[config.mk]
export PLATFORM = sky130hd
export DESIGN_NAME = fx3_dma_pump
export DESIGN_NICKNAME = d
export VERILOG_FILES = /design/src/rtl/fx3_dma_pump.sv
export SDC_FILE = /design/constraint.sdc
export NUM_CORES = 1
export LEC_CHECK = 0
export ABC_AREA = 1
export BUFFER_PORTS_ARGS = -buffer_cell sky130_fd_sc_hd__buf_2
export CAP_MARGIN = 5
export CORE_MARGIN = 1.5
export CORE_UTILIZATION = 55
export CTS_BUF_LIST = sky130_fd_sc_hd__clkbuf_4 sky130_fd_sc_hd__clkbuf_8
export DETAILED_ROUTE_END_ITERATION = 6
export GPL_TIMING_DRIVEN = 1
export PLACE_DENSITY = 0.87
export SLEW_MARGIN = 25
export SYNTH_ARGS = -nofsm -noshare
export SYNTH_HDL_FRONTEND = slang
export SYNTH_SLANG_ARGS = --single-unit
[constraint.sdc]
create_clock -name BUS_CLK -period 2.3 [get_ports BUS_CLK]
set_clock_uncertainty 0.15 [all_clocks]
set_input_delay 0.23 -clock BUS_CLK [delete_from_list [all_inputs] [get_ports BUS_CLK]]
set_output_delay 0.23 -clock BUS_CLK [all_outputs]
set_load 0.02 [all_outputs]
[src/rtl/fx3_dma_pump.sv]
// fx3_dma_pump: moves words from a FWFT FIFO into FX3 DMA buffers in bursts gated by the watermark flag.
// Optional partial-buffer timeout flush: define FX3_DMA_PUMP_FLUSH_TIMEOUT_EN.
`default_nettype none

module fx3_dma_pump #(
  parameter int BURST_LEN      = 256,
  parameter int TIMEOUT_CYCLES = 1024,
  parameter int GAP_CYCLES     = 4
) (
  input  logic        BUS_CLK,
  input  logic        BUS_RST_N,
  input  logic        ENABLE,
  input  logic        FIFO_EMPTY,
  input  logic [31:0] FIFO_DATA,
  output logic        FIFO_READ,
  input  logic        DMA_WATERMARK,
  output logic        DMA_WR,
  output logic [31:0] DMA_DATA,
  output logic        DMA_PKTEND,
  output logic        BUSY,
  output logic [31:0] WORD_CNT
);

  localparam int CNT_W = $clog2(BURST_LEN + 1);
  localparam int GAP_W = (GAP_CYCLES > 1) ? $clog2(GAP_CYCLES + 1) : 1;

  localparam logic [2:0] S_IDLE      = 3'd0;
  localparam logic [2:0] S_WAIT_FLAG = 3'd1;
  localparam logic [2:0] S_BURST     = 3'd2;
  localparam logic [2:0] S_FLUSH     = 3'd3;
  localparam logic [2:0] S_GAP       = 3'd4;

  logic [2:0]       state;
  logic [2:0]       state_nx;
  logic             flag_meta;
  logic             flag_sync;
  logic [CNT_W-1:0] burst_cnt;
  logic [GAP_W-1:0] gap_cnt;
  logic             last_pop;
  logic             gap_done;
  logic             timeout_hit;

  always_ff @(posedge BUS_CLK or negedge BUS_RST_N) begin
    if (!BUS_RST_N) begin
      flag_meta <= 1'b0;
      flag_sync <= 1'b0;
    end else begin
      flag_meta <= DMA_WATERMARK;
      flag_sync <= flag_meta;
    end
  end

  // ENABLE gates the pop directly so a drop stops popping in the same cycle.
  assign FIFO_READ = (state == S_BURST) && ENABLE && !FIFO_EMPTY;
  assign last_pop  = FIFO_READ && (burst_cnt == CNT_W'(BURST_LEN - 1));
  assign gap_done  = (gap_cnt == GAP_W'(GAP_CYCLES - 1));
  assign BUSY      = (state != S_IDLE);

`ifdef FX3_DMA_PUMP_FLUSH_TIMEOUT_EN
  localparam int IDLE_W = $clog2(TIMEOUT_CYCLES + 1);
  logic [IDLE_W-1:0] idle_cnt;

  // Fires on the TIMEOUT_CYCLES-th consecutive empty cycle of a partial buffer.
  assign timeout_hit = FIFO_EMPTY && (burst_cnt != '0) &&
                       (idle_cnt == IDLE_W'(TIMEOUT_CYCLES - 1));

  always_ff @(posedge BUS_CLK or negedge BUS_RST_N) begin
    if (!BUS_RST_N) begin
      idle_cnt <= '0;
    end else if (state != S_BURST || FIFO_READ) begin
      idle_cnt <= '0;
    end else if (FIFO_EMPTY && idle_cnt != IDLE_W'(TIMEOUT_CYCLES - 1)) begin
      idle_cnt <= idle_cnt + 1'b1;
    end
  end
`else
  assign timeout_hit = 1'b0;
`endif

  always_comb begin
    state_nx = state;
    case (state)
      S_IDLE: begin
        if (ENABLE) state_nx = S_WAIT_FLAG;
      end
      S_WAIT_FLAG: begin
        if (!ENABLE)        state_nx = S_IDLE;
        else if (flag_sync) state_nx = S_BURST;
      end
      S_BURST: begin
        if (!ENABLE)          state_nx = (burst_cnt != '0) ? S_FLUSH : S_IDLE;
        else if (last_pop)    state_nx = S_GAP;
        else if (timeout_hit) state_nx = S_FLUSH;
      end
      S_FLUSH: state_nx = S_GAP;
      S_GAP: begin
        if (gap_done) state_nx = ENABLE ? S_WAIT_FLAG : S_IDLE;
      end
      default: state_nx = S_IDLE;
    endcase
  end

  always_ff @(posedge BUS_CLK or negedge BUS_RST_N) begin
    if (!BUS_RST_N) begin
      state      <= S_IDLE;
      burst_cnt  <= '0;
      gap_cnt    <= '0;
      DMA_WR     <= 1'b0;
      DMA_DATA   <= '0;
      DMA_PKTEND <= 1'b0;
      WORD_CNT   <= '0;
    end else begin
      state <= state_nx;

      if (state != S_BURST) burst_cnt <= '0;
      else if (FIFO_READ)   burst_cnt <= burst_cnt + 1'b1;

      if (state == S_GAP) gap_cnt <= gap_cnt + 1'b1;
      else                gap_cnt <= '0;

      DMA_WR <= FIFO_READ;
      if (FIFO_READ) begin
        DMA_DATA <= FIFO_DATA;
        WORD_CNT <= WORD_CNT + 32'd1;
      end

      // FLUSH lasts one cycle, so the commit lands after any in-flight write.
      DMA_PKTEND <= (state == S_FLUSH);
    end
  end

endmodule

`default_nettype wire

==> flow_summary.toml, run 1 <==
[floorplan]
start_util_pct = 56.6
die-height_um = 89.1
chipWidth_um = 89.1
die_area_sq_um = 7950
io_pins = 105
rows = 31
core_area_sq_um = 7210

[timing]
setup_viol = 0
fin_crit_ns = 1.99
slew_headroom_pct = 62.9
worstMarginPinSlew_ns = 0.557
rsz0062_at_grt = "no"
setup_tns_ns = 0
min_period_over_period_pct = 86.5
setup_ws_ns = 0.310
hold_viol = 0
fmax_ghz = 0.502
slew_violations = 0

[finish]
final_cells = 787
area_growth_pct = 28.8
layout_common_cells = "nand2_1 (244), buf_2 (103), dfrtp_1 (83)"
nFillCells = 573
diodes = 0
drive_gt1_share_pct = 20.9
fin_nets = 726
final_common_cell = "nand2_1"

[power_and_ir_drop]
peakVddDrop_v = 0.000627
p_int_w = 0.00283
power.density_nw_per_um2 = 879
pwr-share-clk_pct = 23.2
power_switching_w = 0.00179
swShare_pct = 38.8
power_frac_seq_pct = 44.1
combPwrFrac_pct = 32.7
p_leak_nw = 2.79

[placement]
dp_slack_ns = 0.463
place_hpwl_mm = 7.07
port_buffers = 104
dp.cells = 737
globalplace.congestion = 0.913

[clock_tree]
clk_latency_ns = 0.35
clkSinkCount = 83
h-tree-depth = 3
cts_tree = "done"
post_cts_buffers = 0
clockBufferDepth = 2
cts_hold_buffers = 34
cts-resized-gates = 0
clockRootBuffer = "clkbuf_8"
cts_buffers = 9
clk_pin_slew_worst_paths_ns = 0.08

[min_path]
hold-path-endpoint = "DMA_WR"
hold_class = "input port to register"
hold_start = "FIFO_EMPTY"
whs_path_depth = 2

[yosys]
synthDistinctLibCells = 24
synth_area_sq_um = 4080
yosysSeqAreaShare_pct = 50.9
async_flop_share_pct = 100
synthCells = 537
synthFlopType = "dfrtp_1"
synth_edf_count = 0
yosysWarnings = 0
syn_avg_cell_area_sq_um = 7.60
syn-num-nets = 580
ys_ff_latch = 83

[routing]
avgViaCountPerCell = 5.06
dr.pass1.iters = 5
drt_wl_total_mm = 10.3
avgRoutedWirePerCell_um = 13.1
drc_errors = 0
via_count = 3985
dr.first_iter.drc_count = 274
ant_nets = 0

[outcome]
outcome = "finished clean"

[critical_path]
start_kind = "register"
cpMaxStageDelayCell = "dfrtp_1"
crit_fanout = 21
timing.rr.end = "WORD_CNT[17]"
r2r_cells = 8
crit_path_end_kind = "primary output"
cpPeakStageDelay_ns = 0.46
crit_type = "register to primary output"
critPathRequiredTime_ns = 1.92
crit-reg2reg-launch = "state[0]"
r2r_setup_slack_ns = 0.44
worstPathCellList = "nor2_2 -> nand2_2 -> nor2_8 -> buf_2"
worst_ep_arrival_time_ns = 1.61

[global_route]
global_route.usage.met3_pct = 5.08
grt_max_degree = 45
antenna_found_initial = 0
grt_use_met2_pct = 46.3
grt_first_pass_wirelength_mm = 17.0
top_usage_layer = "met2"
grt_overflow_total = 0
globalRouteMet1Util_pct = 37.1
grt_pass1_vias = 3832
grt.total_usage_pct = 28.0

[run]
maxCapViolations = 0
-- per-stage QoR --
| stage | total power, W | instance area [sq um] | utilization [%] | hold slack (ns) |
|---|---|---|---|---|
| 2_1_floorplan | 0.00296 | 4080 | - | -0.216 |
| 3_3_place_gp | 0.00344 | 4720 | 65.4 | 0.0978 |
| 3_5_place_dp | 0.00350 | 4720 | 65.4 | 0.111 |
| 4_1_cts | 0.00461 | 5260 | 72.9 | 0.0303 |
| 5_1_grt | 0.00489 | 5260 | 72.9 | 0.0315 |
| 6_report | 0.00462 | 5260 | 72.9 | 0.0373 |
-- layout make-up --
| cell class | instances | area, sq um | share of cell area, % |
|---|---|---|---|
| flip-flops and latches | 83 | 2080 | 39.5 |
| inverters | 46 | 173 | 3.28 |
| clock buffers | 9 | 124 | 2.36 |
| repair buffers | 145 | 916 | 17.4 |
| multi-input cells | 398 | 1770 | 33.6 |
| well taps | 99 | 124 | 2.36 |
| clock inverters | 7 | 76.3 | 1.45 |
-- power groups by stage --
stage	Clock (W)	Sequential [W]	Combinational [W]
after floorplan	0	0.00242	0.000538
after global placement	0	0.00204	0.00141
after detailed placement	0	0.00203	0.00147
after CTS	0.00108	0.00203	0.00150
after global routing	0.00115	0.00208	0.00167
final	0.00107	0.00204	0.00151
-- synth_stat cells, types with 3 or more instances --
master,count,area [sq um]
nand4_1,10,62.6
a21oi_1,5,25.0
dfrtp_1,83,2080
ha_1,6,75.1
nand2_1,244,916
inv_2,3,11.3
o21ai_0,8,40.0
buf_2,8,40.0
nand3_1,20,100
nor2_1,64,240
inv_1,43,161
nor2_2,10,62.6
xor2_1,6,52.6
nor3_1,5,25.0
xnor2_1,10,87.6
-- cell families (layout without fill, tap and decap cells) --
family                     after synthesis  in the layout  share of synthesized area, %
and+or+nand+nor                        360            360                          36.0
DFF                                     83             83                          50.9
xor gates and xnor gates                16             16                          3.43
adders and majority gates                6              6                          1.84
AOI/OAI and AO/OA                       16             16                          2.05
buffers and inverters                   56            207                          5.76
-- worst max-delay path: cells and delay by family, from the launching register on --
family / cells / cell delay, ns
and+or+nand+nor: 3 / 0.56
DFF: 1 / 0.46
buffers and inverters: 1 / 0.24
-- worst max-delay path by stage --
stage | depth (start not counted) | to | from | slack (ns)
2_1_floorplan | 7 | WORD_CNT[18] | WORD_CNT[1] | 0.65
3_3_place_gp | 8 | WORD_CNT[17] | state[0] | 0.52
5_1_grt | 4 | FIFO_READ | state[2] | 0.25
3_5_place_dp | 8 | WORD_CNT[17] | state[0] | 0.46
4_1_cts | 4 | FIFO_READ | state[0] | 0.33
6_report | 4 | FIFO_READ | state[0] | 0.31
-- flip-flops by register name (all words and copies together), names as in the netlist --
name / count
burst_cnt: 9
DMA_DATA: 32
flag_meta: 1
DMA_PKTEND: 1
gap_cnt: 3
WORD_CNT: 32
flag_sync: 1
state: 3
DMA_WR: 1
-- routing by layer --
metal | up-vias | wire length [um]
met4 | 0 | 141
li1 | 1942 | -
met3 | 17 | 648
met5 | - | 0
met2 | 163 | 4940
met1 | 1863 | 4560
(Power assumes the default switching activity.)
==> inputs of run 2 (changes only) <==
RECOVER_POWER = 25   (was default)
==> run 2 against run 1 <==
- first-iteration DRC count is the same
- clock power about the same
- critical path depth is the same
- die area unchanged
- worst hold slack worse by 0.00069 ns
- count of clock-buffer cells in the layout unchanged
- utilization fell by 0.12 points
- critical endpoint unchanged
==> flow_summary.toml, run 2 (synthesized netlist as in run 1, its figures left out) <==
[routing]
dr.first_iter.drc_count = 274
avgRoutedWirePerCell_um = 13.1
dr.pass1.iters = 6
ant_nets = 0
drc_errors = 0
via_count = 4004
drt_wl_total_mm = 10.3
avgViaCountPerCell = 5.09

[timing]
setup_viol = 0
rsz0062_at_grt = "no"
fmax_ghz = 0.504
fin_crit_ns = 1.98
slew_violations = 0
hold_viol = 0
setup_tns_ns = 0
min_period_over_period_pct = 86.2
slew_headroom_pct = 28.2
worstMarginPinSlew_ns = 1.08

[global_route]
grt_first_pass_wirelength_mm = 17.0
grt_max_degree = 45
grt_overflow_total = 0
antenna_found_initial = 0
grt_pass1_vias = 3832
grt.total_usage_pct = 28.0

[min_path]
hold_class = "input port to register"
whs_path_depth = 2
hold_start = "FIFO_EMPTY"
hold-path-endpoint = "DMA_WR"

[floorplan]
io_pins = 105
die_area_sq_um = 7950
rows = 31
core_area_sq_um = 7210
start_util_pct = 56.6
chipWidth_um = 89.1
die-height_um = 89.1

[finish]
drive_gt1_share_pct = 20.3
layout_common_cells = "nand2_1 (244), buf_2 (101), dfrtp_1 (83)"
reg_top3 = "DMA_DATA: 32 flops, WORD_CNT: 32 flops, burst_cnt: 9 flops"
diodes = 0
fin_nets = 726
final_cell_area_sq_um = 5250
nFillCells = 573
area_growth_pct = 28.6
final_common_cell = "nand2_1"

[clock_tree]
h-tree-depth = 3
cts_buffers = 9
clk_pin_slew_worst_paths_ns = 0.08
cts-resized-gates = 0
clk_latency_ns = 0.35
cts_tree = "done"
clockRootBuffer = "clkbuf_8"
clkSinkCount = 83
clockBufferDepth = 2

[placement]
port_buffers = 104
place_area_sq_um = 4720
place_hpwl_mm = 7.07
globalplace.congestion = 0.913

[critical_path]
path_delay_family = "simple AND/OR/NAND/NOR gates"
crit_type = "register to primary output"
critPathRequiredTime_ns = 1.92
critPathBufInv = 1
crit_path_end_kind = "primary output"
worst_ep_arrival_time_ns = 1.60
cpPeakStageDelay_ns = 0.45
r2r_setup_slack_ns = 0.44
crit-reg2reg-launch = "state[0]"
worstPathCellList = "nor2_2 -> nand2_2 -> nor2_8 -> buf_2"
cpMaxStageDelayCell = "dfrtp_1"
r2r_cells = 7
crit_fanout = 21
start_kind = "register"
timing.rr.end = "burst_cnt[0]"

[power_and_ir_drop]
p_leak_nw = 2.77
finalPower_w = 0.00462
power.density_nw_per_um2 = 880
peakVddDrop_v = 0.000627

[run]
maxCapViolations = 0

[outcome]
outcome = "finished clean"
[run 2: changes by cell type in the layout (fill, tap and decap cells not counted)]
| cell | delta |
|---|---|
| buf_4 | -2 |
| inv_2 | -1 |
| clkbuf_2 | +1 |
| clkinv_1 | +1 |
| buf_2 | -2 |
| clkbuf_1 | +3 |
[run 2: area by class of cell]
cell class / count / area, sq um / share of cell area (%)
timing repair buffer: 145 / 907 / 17.3
multi-input combinational: 398 / 1770 / 33.7
tap: 99 / 124 / 2.36
clock inverter: 7 / 76.3 / 1.45
clock buffer: 9 / 124 / 2.36
inverter: 46 / 173 / 3.29
sequential: 83 / 2080 / 39.6
[run 2: worst max path at each step]
stage                 from            to  slack (ns)  cells after the start
4_1_cts           state[0]     FIFO_READ        0.33                      4
5_1_grt          BUS_RST_N  WORD_CNT[18]        0.14                      3
3_3_place_gp      state[0]  WORD_CNT[17]        0.52                      8
2_1_floorplan  WORD_CNT[1]  WORD_CNT[18]        0.65                      7
6_report          state[0]     FIFO_READ        0.32                      4
3_5_place_dp      state[0]  WORD_CNT[17]        0.46                      8
[run 2: power breakdown]
group	switching (W)	internal (W)
Sequential	0.000235	0.00180
Clock	0.000565	0.000509
Combinational	0.000997	0.000513
[run 2: metrics by stage]
| step | util (%) | cells | worst slack (ns) | hold slack [ns] |
|---|---|---|---|---|
| global route | 72.8 | 787 | 0.135 | 0.0315 |
| finish | 72.8 | 787 | 0.318 | 0.0366 |
| global placement | 65.4 | 737 | 0.518 | 0.0978 |
| detailed placement | 65.4 | 737 | 0.463 | 0.111 |
| floorplan | - | 537 | 0.649 | -0.216 |
| CTS | 72.9 | 787 | 0.327 | 0.0303 |
[run 2: metal layers]
metal / share of wire (%) / track usage (%) / vias to the layer above
li1: - / - / 1939
met1: 44 / 37.1 / 1886
met2: 48 / 46.3 / 163
met3: 6.3 / 5.08 / 16
met4: 1.5 / 10.6 / 0
met5: 0 / 0 / -
[run 2: timing repair]
item / 4_1_cts / 5_1_grt
endpoints found under the hold margin: 74 / 0
hold buffers: 34 / 0
buffers inserted: 0 / 0
==> inputs of run 3 (changes only) <==
CELL_PAD_IN_SITES_DETAIL_PLACEMENT = 1   (was default)
CELL_PAD_IN_SITES_GLOBAL_PLACEMENT = 1   (was default)
CORE_UTILIZATION = 39   (was 55)
GPL_ROUTABILITY_DRIVEN = 1   (was default)
==> run 3 against run 2 <==
- clock power rose by 19%
- critical path depth increased by 1
- sequential cell count stayed put
- non-clock buffer count decreased by 1
- fmax fell by 4.7%
- register-to-register slack lost 0.13 ns
- cell area is 1.5% higher
- power grew 5.3%
==> flow_summary.toml, run 3 (synthesized netlist as in run 1, its figures left out) <==
[clock_tree]
h-tree-depth = 3
clockBufferDepth = 2
clk_pin_slew_worst_paths_ns = 0.09
post_cts_buffers = 0
cts_buffers = 9
clk_latency_ns = 0.37
cts-resized-gates = 0
cts_hold_buffers = 34
clockRootBuffer = "clkbuf_8"
cts_tree = "done"
clkSinkCount = 83

[placement]
dp.cells = 773
globalplace.congestion = 0.886
port_buffers = 104
place_hpwl_mm = 8.96

[critical_path]
critPathRequiredTime_ns = 1.92
crit_path_end_kind = "primary output"
crit_fanout = 24
start_kind = "register"
r2r_setup_slack_ns = 0.31
worst_ep_arrival_time_ns = 1.70
crit_type = "register to primary output"

[finish]
layout_common_cells = "nand2_1 (244), buf_2 (102), dfrtp_1 (83)"
final_cells = 822
area_growth_pct = 30.5
nFillCells = 1313
diodes = 0
fin_nets = 725
final_common_cell = "nand2_1"
drive_gt1_share_pct = 20.4
reg_top3 = "DMA_DATA: 32 flops, WORD_CNT: 32 flops, burst_cnt: 9 flops"

[run]
maxCapViolations = 0

[timing]
hold_viol = 0
slew_headroom_pct = 40.5
holdWs_ns = 0.114
fmax_ghz = 0.481
fin_crit_ns = 2.08
setup_tns_ns = 0
rsz0062_at_grt = "no"
worstMarginPinSlew_ns = 0.892
min_period_over_period_pct = 90.4
setup_viol = 0
slew_violations = 0

[floorplan]
core_area_sq_um = 10200
chipWidth_um = 105
start_util_pct = 39.9
die_area_sq_um = 11100
rows = 37
die-height_um = 105
io_pins = 105

[routing]
ant_nets = 0
avgRoutedWirePerCell_um = 15.6
dr.first_iter.drc_count = 173
avgViaCountPerCell = 4.92
dr.pass1.iters = 4
via_count = 4046
drt_wl_total_mm = 12.8
drc_errors = 0

[power_and_ir_drop]
power.density_nw_per_um2 = 913
peakVddDrop_v = 0.000497
p_leak_nw = 2.80
finalPower_w = 0.00487

[global_route]
grt_overflow_total = 0
grt_max_degree = 48
grt_first_pass_wirelength_mm = 21.4
grt.total_usage_pct = 24.7
antenna_found_initial = 0
grt_pass1_vias = 4430

[outcome]
outcome = "finished clean"

[min_path]
hold_class = "input port to register"
[run 3: cell types whose count changed in the layout (fill, tap and decap cells not counted), sizes merged]
cell / before / now
clkinv: 3 / 1
bufinv: 1 / 3
inv: 47 / 46
clkinvlp: 2 / 1
[run 3: final timing paths]
kind / startpoint / to / cells past startpoint
setup / recovery: state[1] / FIFO_READ / 5
hold / removal: FIFO_EMPTY / WORD_CNT[27] / 4
setup reg to reg: state[0] / WORD_CNT[17] / 8
hold reg to reg: flag_meta / flag_sync / 0
max in group asynchronous: BUS_RST_N / WORD_CNT[8] / 3
min in group asynchronous: BUS_RST_N / burst_cnt[8] / 2
[run 3: per-stage QoR]
stage	area, sq um	util (%)	setup slack, ns
2_1_floorplan	4080	-	0.649
3_3_place_gp	4770	46.6	0.440
3_5_place_dp	4770	46.6	0.339
4_1_cts	5340	52.2	0.203
5_1_grt	5330	52.1	0.0969
6_report	5330	52.1	0.220
[run 3: area by class of cell]
| type | count | area (sq um) | share of cell area, % |
|---|---|---|---|
| Clock buffer | 10 | 131 | 2.47 |
| Clock inverter | 5 | 103 | 1.93 |
| Inverter | 46 | 173 | 3.24 |
| Multi-Input combinational cell | 398 | 1770 | 33.2 |
| Sequential cell | 83 | 2080 | 39.0 |
| Tap cell | 136 | 170 | 3.19 |
| Timing Repair Buffer | 144 | 905 | 17.0 |
[run 3: report_power, final]
group	total (W)	switching [W]	internal [W]
clock	0.00127	0.000548	0.000726
combinational	0.00155	0.00104	0.000516
sequential	0.00204	0.000236	0.00180
[run 3: worst max-delay path, cell delays in order, from the launching register on]
cell and delay, ns:
dfrtp_1 0.42, inv_2 0.08, nor2_2 0.12, nand2_2 0.10, nor2_8 0.33, buf_2 0.26
[run 3: metal layers]
metal | GRT usage (%) | share of wire [%] | vias to the layer above
met2 | 45.2 | 52 | 100
met4 | 11.8 | 3.2 | 0
met3 | 3.90 | 4.2 | 29
met1 | 27.8 | 40 | 1986
met5 | 0 | 0 | -
li1 | - | - | 1931
